$ cat src/rtl/float_fix_scheduler.sv
// Round-robin scheduler sharing one combinational float-to-fixed converter
// between requesters A and B, with settle hold, saturation and tagged response.
//
// state  | meaning
// IDLE   | arbitrate between A and B, accept one operand
// SETTLE | operand held on converter, count down settle time
// RESP   | response registered, wait for consumer handshake
module float_fix_scheduler #(
    parameter int unsigned HOLD_CYCLES = 1
) (
    input  logic        clk_i,
    input  logic        rst_ni,
    input  logic        a_valid_i,
    output logic        a_ready_o,
    input  logic [31:0] a_float_i,
    input  logic [4:0]  a_pos_i,
    input  logic        b_valid_i,
    output logic        b_ready_o,
    input  logic [31:0] b_float_i,
    input  logic [4:0]  b_pos_i,
    output logic [31:0] conv_float_o,
    output logic [4:0]  conv_pos_o,
    input  logic [31:0] conv_result_i,
    output logic        resp_valid_o,
    input  logic        resp_ready_i,
    output logic [31:0] resp_data_o,
    output logic        resp_id_o,
    output logic        resp_ovf_o
);

    typedef enum logic [1:0] {
        IDLE   = 2'd0,
        SETTLE = 2'd1,
        RESP   = 2'd2
    } state_t;

    localparam logic [3:0] HOLD_M1 = 4'(HOLD_CYCLES - 1);

    state_t      state_q, state_d;
    logic [3:0]  cnt_q, cnt_d;
    logic        last_id_q, last_id_d;
    logic [31:0] conv_float_q, conv_float_d;
    logic [4:0]  conv_pos_q, conv_pos_d;
    logic        resp_valid_q, resp_valid_d;
    logic [31:0] resp_data_q, resp_data_d;
    logic        resp_id_q, resp_id_d;
    logic        resp_ovf_q, resp_ovf_d;

    logic        in_idle;
    logic        grant_a, grant_b;
    logic [7:0]  exp_f;
    logic [8:0]  exp_sum;
    logic        is_zero, is_sat;

    // Ready is held low while reset is asserted so every output reads 0 in reset.
    assign in_idle   = (state_q == IDLE) & rst_ni;
    assign grant_a   = a_valid_i & (~b_valid_i | last_id_q);
    assign grant_b   = b_valid_i & ~grant_a;
    assign a_ready_o = in_idle & grant_a;
    assign b_ready_o = in_idle & grant_b;

    // e - 127 + pos > 30 rewritten in biased form: e + pos > 157, 9 bits never wrap.
    assign exp_f   = conv_float_q[30:23];
    assign exp_sum = {1'b0, exp_f} + {4'b0, conv_pos_q};
    assign is_zero = (exp_f == 8'h00);
    assign is_sat  = (exp_f == 8'hFF) | (exp_sum > 9'd157);

    always_comb begin
        state_d      = state_q;
        cnt_d        = cnt_q;
        last_id_d    = last_id_q;
        conv_float_d = conv_float_q;
        conv_pos_d   = conv_pos_q;
        resp_valid_d = resp_valid_q;
        resp_data_d  = resp_data_q;
        resp_id_d    = resp_id_q;
        resp_ovf_d   = resp_ovf_q;

        case (state_q)
            IDLE: begin
                if (grant_a | grant_b) begin
                    conv_float_d = grant_a ? a_float_i : b_float_i;
                    conv_pos_d   = grant_a ? a_pos_i : b_pos_i;
                    last_id_d    = grant_b;
                    cnt_d        = HOLD_M1;
                    state_d      = SETTLE;
                end
            end
            SETTLE: begin
                if (cnt_q == 4'd0) begin
                    resp_valid_d = 1'b1;
                    resp_id_d    = last_id_q;
                    if (is_zero) begin
                        resp_data_d = 32'h0000_0000;
                        resp_ovf_d  = 1'b0;
                    end else if (is_sat) begin
                        resp_data_d = conv_float_q[31] ? 32'h8000_0000 : 32'h7FFF_FFFF;
                        resp_ovf_d  = 1'b1;
                    end else begin
                        resp_data_d = conv_result_i;
                        resp_ovf_d  = 1'b0;
                    end
                    state_d = RESP;
                end else begin
                    cnt_d = cnt_q - 4'd1;
                end
            end
            RESP: begin
                if (resp_ready_i) begin
                    resp_valid_d = 1'b0;
                    state_d      = IDLE;
                end
            end
            default: state_d = IDLE;
        endcase
    end

    always_ff @(posedge clk_i or negedge rst_ni) begin
        if (!rst_ni) begin
            state_q      <= IDLE;
            cnt_q        <= 4'd0;
            last_id_q    <= 1'b1;
            conv_float_q <= 32'h0;
            conv_pos_q   <= 5'd0;
            resp_valid_q <= 1'b0;
            resp_data_q  <= 32'h0;
            resp_id_q    <= 1'b0;
            resp_ovf_q   <= 1'b0;
        end else begin
            state_q      <= state_d;
            cnt_q        <= cnt_d;
            last_id_q    <= last_id_d;
            conv_float_q <= conv_float_d;
            conv_pos_q   <= conv_pos_d;
            resp_valid_q <= resp_valid_d;
            resp_data_q  <= resp_data_d;
            resp_id_q    <= resp_id_d;
            resp_ovf_q   <= resp_ovf_d;
        end
    end

    assign conv_float_o = conv_float_q;
    assign conv_pos_o   = conv_pos_q;
    assign resp_valid_o = resp_valid_q;
    assign resp_data_o  = resp_data_q;
    assign resp_id_o    = resp_id_q;
    assign resp_ovf_o   = resp_ovf_q;

endmodule

$ cat config.mk
export PLATFORM = sky130hd
export DESIGN_NAME = float_fix_scheduler
export DESIGN_NICKNAME = d
export VERILOG_FILES = /design/src/rtl/float_fix_scheduler.sv
export SDC_FILE = /design/constraint.sdc
export NUM_CORES = 1
export LEC_CHECK = 0
export ABC_AREA = 0
export CAP_MARGIN = 20
export CORE_MARGIN = 1.5
export CORE_UTILIZATION = 43
export CTS_CLUSTER_SIZE = 14
export DETAILED_ROUTE_END_ITERATION = 12
export PLACE_DENSITY = 0.82
export SLEW_MARGIN = 10
export SYNTH_ARGS = -nofsm -noshare
export SYNTH_HDL_FRONTEND = slang
export SYNTH_SLANG_ARGS = --single-unit
$ cat constraint.sdc
create_clock -name clk_i -period 3.3 [get_ports clk_i]
set_input_delay 0.99 -clock clk_i [delete_from_list [all_inputs] [get_ports clk_i]]
set_output_delay 0.99 -clock clk_i [all_outputs]
set_load 0.005 [all_outputs]
Yosys cells after proc, flatten, opt, wreduce, memory -nomap -nowiden. Cells that the tools add are included.

Output and inout port bits: 74. Bits of input ports: 111. Register bits after elaboration: 79. Logic and storage cells: 56.

Bitwise logic cells: 10. Eq/ne operators: 7. Add/subtract/negate cells: 2. $lt $le $gt $ge: 1. Reduce and logical (&&, ||, !) cells: 10. Mux-type cells: 17.

Operators with widths (number): 32-bit two-way mux (4); 8-bit by 5-bit adder with 9-bit output (1); 9-bit by 8-bit > comparator with 1-bit output (second input constant) (1); 3-bit AND reduction (3); 8-bit == test (second input constant) (1); 8-bit logical NOT (1); 4-bit two-way mux (2); 4-bit one-hot mux with 2 select lines (1); 2-bit two-way mux (3); 2-bit != test (second input constant) (3); 2-bit one-hot mux with 3 select lines (1); 1-bit AND (5); 5-bit two-way mux (1); 4-bit logical NOT (1); 1-bit two-way mux (4); 2-bit AND reduction (2); 2-bit nonzero test (2); 4-bit by 1-bit subtractor with 4-bit output (second input constant) (1); 1-bit bitwise OR (3); 2-bit by 1-bit == test with 1-bit output (second input constant) (1); 2-bit == test (second input constant) (1); 2-bit logical NOT (1); 2-bit by 1-bit != test with 1-bit output (second input constant) (1); 1-bit inverter (2); 1-bit one-hot mux with 2 select lines (1).

Logic depth before layout (Yosys ltp). Gate-level depths: netlist of the first run.

Word-level depth: 8. Depth in mapped cells: 11. Mapped depth without buffers: 9.

Worst setup path after synthesis of the first run. No wires, ideal clock.

Kind: input to output. Start: input port b_valid_i. End: output port b_ready_o. Stages: 5. Path slack: 0.325 ns. Arrival time: 1.985 ns. Path through: inv_1 o21ai_1 buf_2 buf_2 nor3b_1.

Word-level cells in the longest chain between the ends: 6.

RTL lines: start: declaration (RTL line 17) `input logic b_valid_i,`; 1-bit inverter (RTL line 57) `assign grant_a = a_valid_i & (~b_valid_i | last_id_q);`; 1-bit bitwise OR (RTL line 57); 1-bit AND (RTL line 57); 1-bit inverter (RTL line 58) `assign grant_b = b_valid_i & ~grant_a;`; 1-bit AND * (RTL line 58); 1-bit AND * (RTL line 60) `assign b_ready_o = in_idle & grant_b;`; end: declaration (RTL line 18) `output logic b_ready_o,`.

Every way passes the cells marked *; elsewhere a longest branch is shown, timed or not.

Worst setup path in the final report of the first run.
Start: input port b_valid_i. End: output port a_ready_o.

Word-level cells in the longest chain between the ends: 4.

RTL lines: 1-bit inverter (RTL line 57); 1-bit bitwise OR (RTL line 57); 1-bit AND (RTL line 57); 1-bit AND (RTL line 59) `assign a_ready_o = in_idle & grant_a;`; end: declaration (RTL line 14) `output logic a_ready_o,`.

Every way passes these cells.

==> flow_summary.yaml, run 1 <==
run_status:
  outcome: "finished, final reports clean"
drt:
  wl_met1_mm: 4.97
  wl_mm: 11.3
  met2_length_mm: 5.45
  wl_per_cell_um: 15.8
  drcViolationCount: 0
  drtIter0Drc: 113
  wl_met3_um: 743
  highest_layer: "met4"
  via_count: 3729
  viasPerCell: 5.20
  drtAntennaViolNets: 0
  first_pass_iters: 4
power_and_ir_drop:
  p_int_mw: 3.94
  switching_share_pct: 40.3
  p_per_area_nw_per_um2: 1020
  power_switching_mw: 2.66
  pwr-share-comb_pct: 61.4
  ir_drop_mv: 0.444
  power.total_mw: 6.60
  leakage_nw: 2.74
  p_clk_share_pct: 11.1
  pwr-share-seq_pct: 27.4
worst_setup_path:
  rrSetupSlack_ps: 310
  slowest_stage: "clkdlybuf4s50_1"
  worstPathRequired_ps: 2310
  arrival_ps: 2210
  timing.rr.end: "resp_data_o[11]"
  start_kind: "input port"
  crit_type: "input port to output pin"
  critPathMaxStageDelay_ps: 500
  crit_path_frequent_cell: "clkdlybuf4s50_1"
  path_cells: "clkdlybuf4s50_1 > inv_2 > o21ai_4 > nor2_1 > clkdlybuf4s50_1"
  reg2reg_depth: 10
  critPathMaxFanout: 3
  r2r_start: "conv_float_o[23]"
  endpoint_kind: "output pin"
grt:
  grt_pass1_vias: 3721
  grt_pass1_wl_mm: 17.6
  grt.total_usage_pct: 21.6
  antenna_found_initial: 0
  grt_overflow: 0
  grt_max_degree: 80
clock_network:
  cts_setup_buffers: 0
  clockRootBuffer: "clkbuf_8"
  ctsHoldBuffers: 0
  clk_path_buf_depth: 2
  clock_sinks: 79
  htreeDepth: 3
  clock_latency_ps: 340
  clk_pin_slew_ps: 80
  cts_resized: 2
  cts_made_buffers: 9
  cts_tree: "yes"
floorplanning:
  die_w_um: 102
  die-area_um2: 10400
  core-area_um2: 9370
  start_util_pct: 45.1
  core.rowCount: 35
  die_h_um: 102
  io_pins: 185
sta:
  slew_violations: 0
  tightest_slew_ps: 610
  clock_skew_ps: 11.2
  tns_ps: 0
  setup_viol: 0
  holdWs_ps: 497
  relSlewSlack_pct: 59.3
  period_needed_ps: 3200
  period_share_pct: 97.0
  grt_setup_unrepaired: "false"
  hold_viol_final: 0
  timing.fmax_ghz: 0.312
place:
  io_buffers: 184
  place_hpwl_mm: 8.33
  place_area_um2: 6220
  gp_congestion: 0.816
synth:
  async_reset_ff_share_pct: 100
  yosysUniqueCellTypes: 46
  syn_nets: 523
  ys_top_cells_by_area: "dfrtp_1 (46%), mux2i_1 (9.2%), o211ai_2 (8.9%)"
  ys_top_cells_by_count: "dfrtp_1 (78), nor2_1 (46), a21oi_1 (42)"
  syn-cell-area_um2: 4220
  synth_cells: 404
  synth.most_common_cell: "dfrtp_1"
  yosysSeqAreaShare_pct: 46.8
  synth_top_area_cell: "dfrtp_1"
  synth_seq_cells: 79
  synth_top_cell_area_share_pct: 46.2
  synth_edf_count: 0
  ys.flop_type: "dfrtp_1"
  yosys_warnings: 0
  syn_area_per_cell_um2: 10.5
layout:
  n_antenna_cell: 0
  fin_area_um2: 6460
  drive_above_1_share_pct: 12.2
  fin_nets: 702
  area_growth_pct: 52.8
hold_path:
  hold_class: "flop to flop"
  hold_path_end: "resp_ovf_o"
  worstHoldStart: "resp_ovf_o"
  holdPathStages: 1
run:
  drv_cap: 0
-- worst max-delay path by stage --
stage / startpoint / endpoint / slack (ps)
2_1_floorplan: b_valid_i / b_ready_o / 320
3_3_place_gp: b_valid_i / b_ready_o / -100
3_5_place_dp: b_valid_i / b_ready_o / -200
4_1_cts: b_valid_i / a_ready_o / 60
5_1_grt: b_valid_i / a_ready_o / 30
6_report: b_valid_i / a_ready_o / 100
-- registers in the layout (all words and copies together) (netlist names) --
signal,cells
conv_float_o,32
resp_data_o,32
resp_valid_o,1
conv_pos_o,5
cnt_q,4
state_q,2
last_id_q,1
resp_id_o,1
resp_ovf_o,1
-- power by group through the flow --
stage / Sequential (mW) / Combinational, mW / Clock, mW
4_1_cts: 1.81 / 4.09 / 0.755
3_5_place_dp: 1.83 / 4.07 / 0
3_3_place_gp: 1.81 / 3.93 / 0
5_1_grt: 1.88 / 4.41 / 0.794
2_1_floorplan: 1.80 / 2.54 / 0
6_report: 1.81 / 4.05 / 0.734
-- worst max-delay path, delay by kind of cell --
kind | cells | cell delay (ps)
buffers and inverters | 3 | 1010
AOI/OAI and AO/OA | 1 | 150
and+or+nand+nor | 1 | 60
-- final cells by class --
type	count	area [µm²]
clock inverter	6	67.6
tap	129	161
timing repair buffer	198	1990
sequential	79	1980
multi-input combinational	286	2090
inverter	9	33.8
fill	734	2920
clock buffer	10	138
-- logic make-up after synthesis --
kind of cell	share of synthesized area, %
buf+inv	4.59
compound gates	25.1
mux	9.51
xor+xnor	0.829
fa+ha+maj	2.55
simple gates	10.6
flops	46.8
-- cells in the final DEF (no fill, tap or decap), types with 2 or more instances in the layout --
master | synthesis | final
nand3_1 | 4 | 4
a32o_1 | 2 | 2
a21oi_1 | 42 | 42
mux2i_1 | 39 | 39
buf_12 | 0 | 2
nand2_1 | 37 | 37
nor3_1 | 3 | 3
o211ai_2 | 30 | 30
dfrtp_1 | 78 | 78
clkinvlp_4 | 0 | 2
o211ai_1 | 2 | 2
clkdlybuf4s50_1 | 0 | 182
nor2_1 | 46 | 46
a2bb2oi_1 | 32 | 32
xnor2_1 | 4 | 4
buf_4 | 3 | 12
nand2b_1 | 4 | 4
o21ai_0 | 6 | 6
inv_1 | 9 | 8
ha_1 | 7 | 7
clkbuf_8 | 0 | 10
nor4_1 | 3 | 3
-- metal layers --
| metal | global-route usage, % | up-vias |
|---|---|---|
| met5 | 0 | - |
| met2 | 36.0 | 150 |
| li1 | - | 1837 |
| met1 | 28.6 | 1728 |
| met3 | 4.24 | 14 |
| met4 | 6.43 | 0 |
-- through the flow --
step,util [%],instances,setup slack [ps]
2_1_floorplan,-,404,325
3_3_place_gp,66.4,700,-102
3_5_place_dp,66.4,700,-199
4_1_cts,68.6,716,63.3
5_1_grt,68.9,717,26.2
6_report,68.9,717,99.5
Note: power is estimated with default switching activity, not from simulation.
==> run 2: changes to the inputs <==
- HOLD_SLACK_MARGIN: unset -> 0.15
==> results of run 2 <==
The final DEF is identical to that of run 1; final timing and power are the same.
==> run 3: changes to the inputs <==
- PLACE_DENSITY: 0.82 -> unset
- PLACE_DENSITY_LB_ADDON: unset -> 0.15
==> flow_summary.yaml, run 3 (synthesis results as in run 1) <==
run_status:
  outcome: "finished, final reports clean"
clock_network:
  cts_made_buffers: 9
  cts_setup_buffers: 0
  clockRootBuffer: "clkbuf_8"
  clk_path_buf_depth: 2
  cts_tree: "yes"
  clock_sinks: 79
  clock_latency_ps: 340
  htreeDepth: 3
  clk_pin_slew_ps: 70
worst_setup_path:
  arrival_ps: 2140
  critPathMaxStageDelay_ps: 490
  start_kind: "input port"
  slowest_stage: "clkdlybuf4s50_1"
  setup.worst_path.start: "b_valid_i"
  path_cells: "clkdlybuf4s50_1 > inv_2 > o21ai_4 > buf_4 > nor2_1 > dlygate4sd2_1"
  endpoint_kind: "output pin"
  worstPathRequired_ps: 2310
  critPathMaxFanout: 2
  r2r_start: "conv_float_o[23]"
  crit_type: "input port to output pin"
drt:
  wl_per_cell_um: 15.7
  drcViolationCount: 0
  drtIter0Drc: 128
  wl_mm: 11.3
  via_count: 3714
  drtAntennaViolNets: 0
  viasPerCell: 5.17
  first_pass_iters: 4
grt:
  grt_overflow: 0
  grt_pass1_wl_mm: 18.6
  grt_max_degree: 80
  grt.total_usage_pct: 22.8
  grt_pass1_vias: 3810
  antenna_found_initial: 0
run:
  drv_cap: 0
place:
  io_buffers: 184
  place_hpwl_mm: 8.27
  gp_congestion: 0.808
  placed_cells: 701
  dp_slack_ps: -118
power_and_ir_drop:
  pwr-share-comb_pct: 60.6
  leakage_nw: 2.77
  power.total_mw: 6.73
  switching_share_pct: 39.2
  p_int_mw: 4.09
  ir_drop_mv: 0.547
  p_per_area_nw_per_um2: 1040
  power_switching_mw: 2.64
  p_clk_share_pct: 12.6
  pwr-share-seq_pct: 26.8
floorplanning:
  die_h_um: 102
  start_util_pct: 45.1
  core-area_um2: 9370
  io_pins: 185
  die_w_um: 102
  core.rowCount: 35
  die-area_um2: 10400
layout:
  area_growth_pct: 53.8
  final_cell_mix: "clkdlybuf4s50_1 (181), dfrtp_1 (78), nor2_1 (46), a21oi_1 (42), mux2i_1 (39)"
  final_common_cell: "clkdlybuf4s50_1"
  fill_cells: 773
  drive_above_1_share_pct: 11.9
  fin_nets: 703
  fin_cells: 718
  final_core_util_pct: 69.3
  n_antenna_cell: 0
hold_path:
  hold_class: "flop to flop"
  worstHoldStart: "resp_data_o[4]"
sta:
  timing.fmax_ghz: 0.320
  period_share_pct: 94.8
  setup_slack_ps: 173
  setup_viol: 0
  grt_setup_unrepaired: "false"
  tightest_slew_ps: 596
  hold_viol_final: 0
  clock_skew_ps: 13.5
  holdWs_ps: 509
  relSlewSlack_pct: 60.2
  slew_violations: 0
  period_needed_ps: 3130
[run 3: what timing repair did]
action | in CTS | in global routing
gates resized for setup | 4 | 0
setup endpoints to repair | 2 | 0
hold buffers | 0 | 0
[run 3: stage by stage]
stage / TNS (ps) / instance area [µm²]
2_1_floorplan: 0 / 4220
3_3_place_gp: -81.4 / 6230
3_5_place_dp: -211 / 6230
4_1_cts: 0 / 6470
5_1_grt: 0 / 6490
6_report: 0 / 6490
[run 3: per-layer routing]
metal / wire (µm) / up-vias / GRT usage [%] / share of wire (%)
met2: 5360 / 130 / 37.7 / 47
li1: - / 1835 / - / -
met4: 198 / 0 / 8.01 / 1.8
met3: 940 / 17 / 6.77 / 8.3
met5: 0 / - / 0 / 0
met1: 4790 / 1732 / 28.4 / 42
[run 3: final timing paths]
path | endpoint | slack (ps) | cells after the start
min in group asynchronous | state_q[1] | 610 | 2
min reg2reg | resp_data_o[4] | 510 | 2
max in group asynchronous | conv_float_o[10] | 2100 | 3
min | resp_data_o[4] | 510 | 2
max | a_ready_o | 170 | 6
max reg2reg | resp_data_o[5] | 360 | 10
[run 3: cell type report]
type / instances / area, µm² / area share (%)
inverters: 9 / 33.8 / 0.520
flip-flops and latches: 79 / 1980 / 30.5
repair buffers: 199 / 1990 / 30.7
multi-input cells: 286 / 2100 / 32.3
well taps: 129 / 161 / 2.49
clock buffers: 12 / 135 / 2.08
clock inverters: 4 / 95.1 / 1.46
[run 3: power by group through the flow]
stage          combinational (mW)  clock [mW]  sequential [mW]
6_report                     4.08       0.845             1.80
5_1_grt                      4.48       0.907             1.87
4_1_cts                      4.11       0.864             1.81
3_5_place_dp                 4.10           0             1.82
3_3_place_gp                 3.99           0             1.80
2_1_floorplan                2.54           0             1.80
[run 3: worst max-delay path: cells and delay by family]
family / cells / cell delay, ps
buffers and inverters: 4 / 950
AOI/OAI and AO/OA: 1 / 150
and+or+nand+nor: 1 / 40
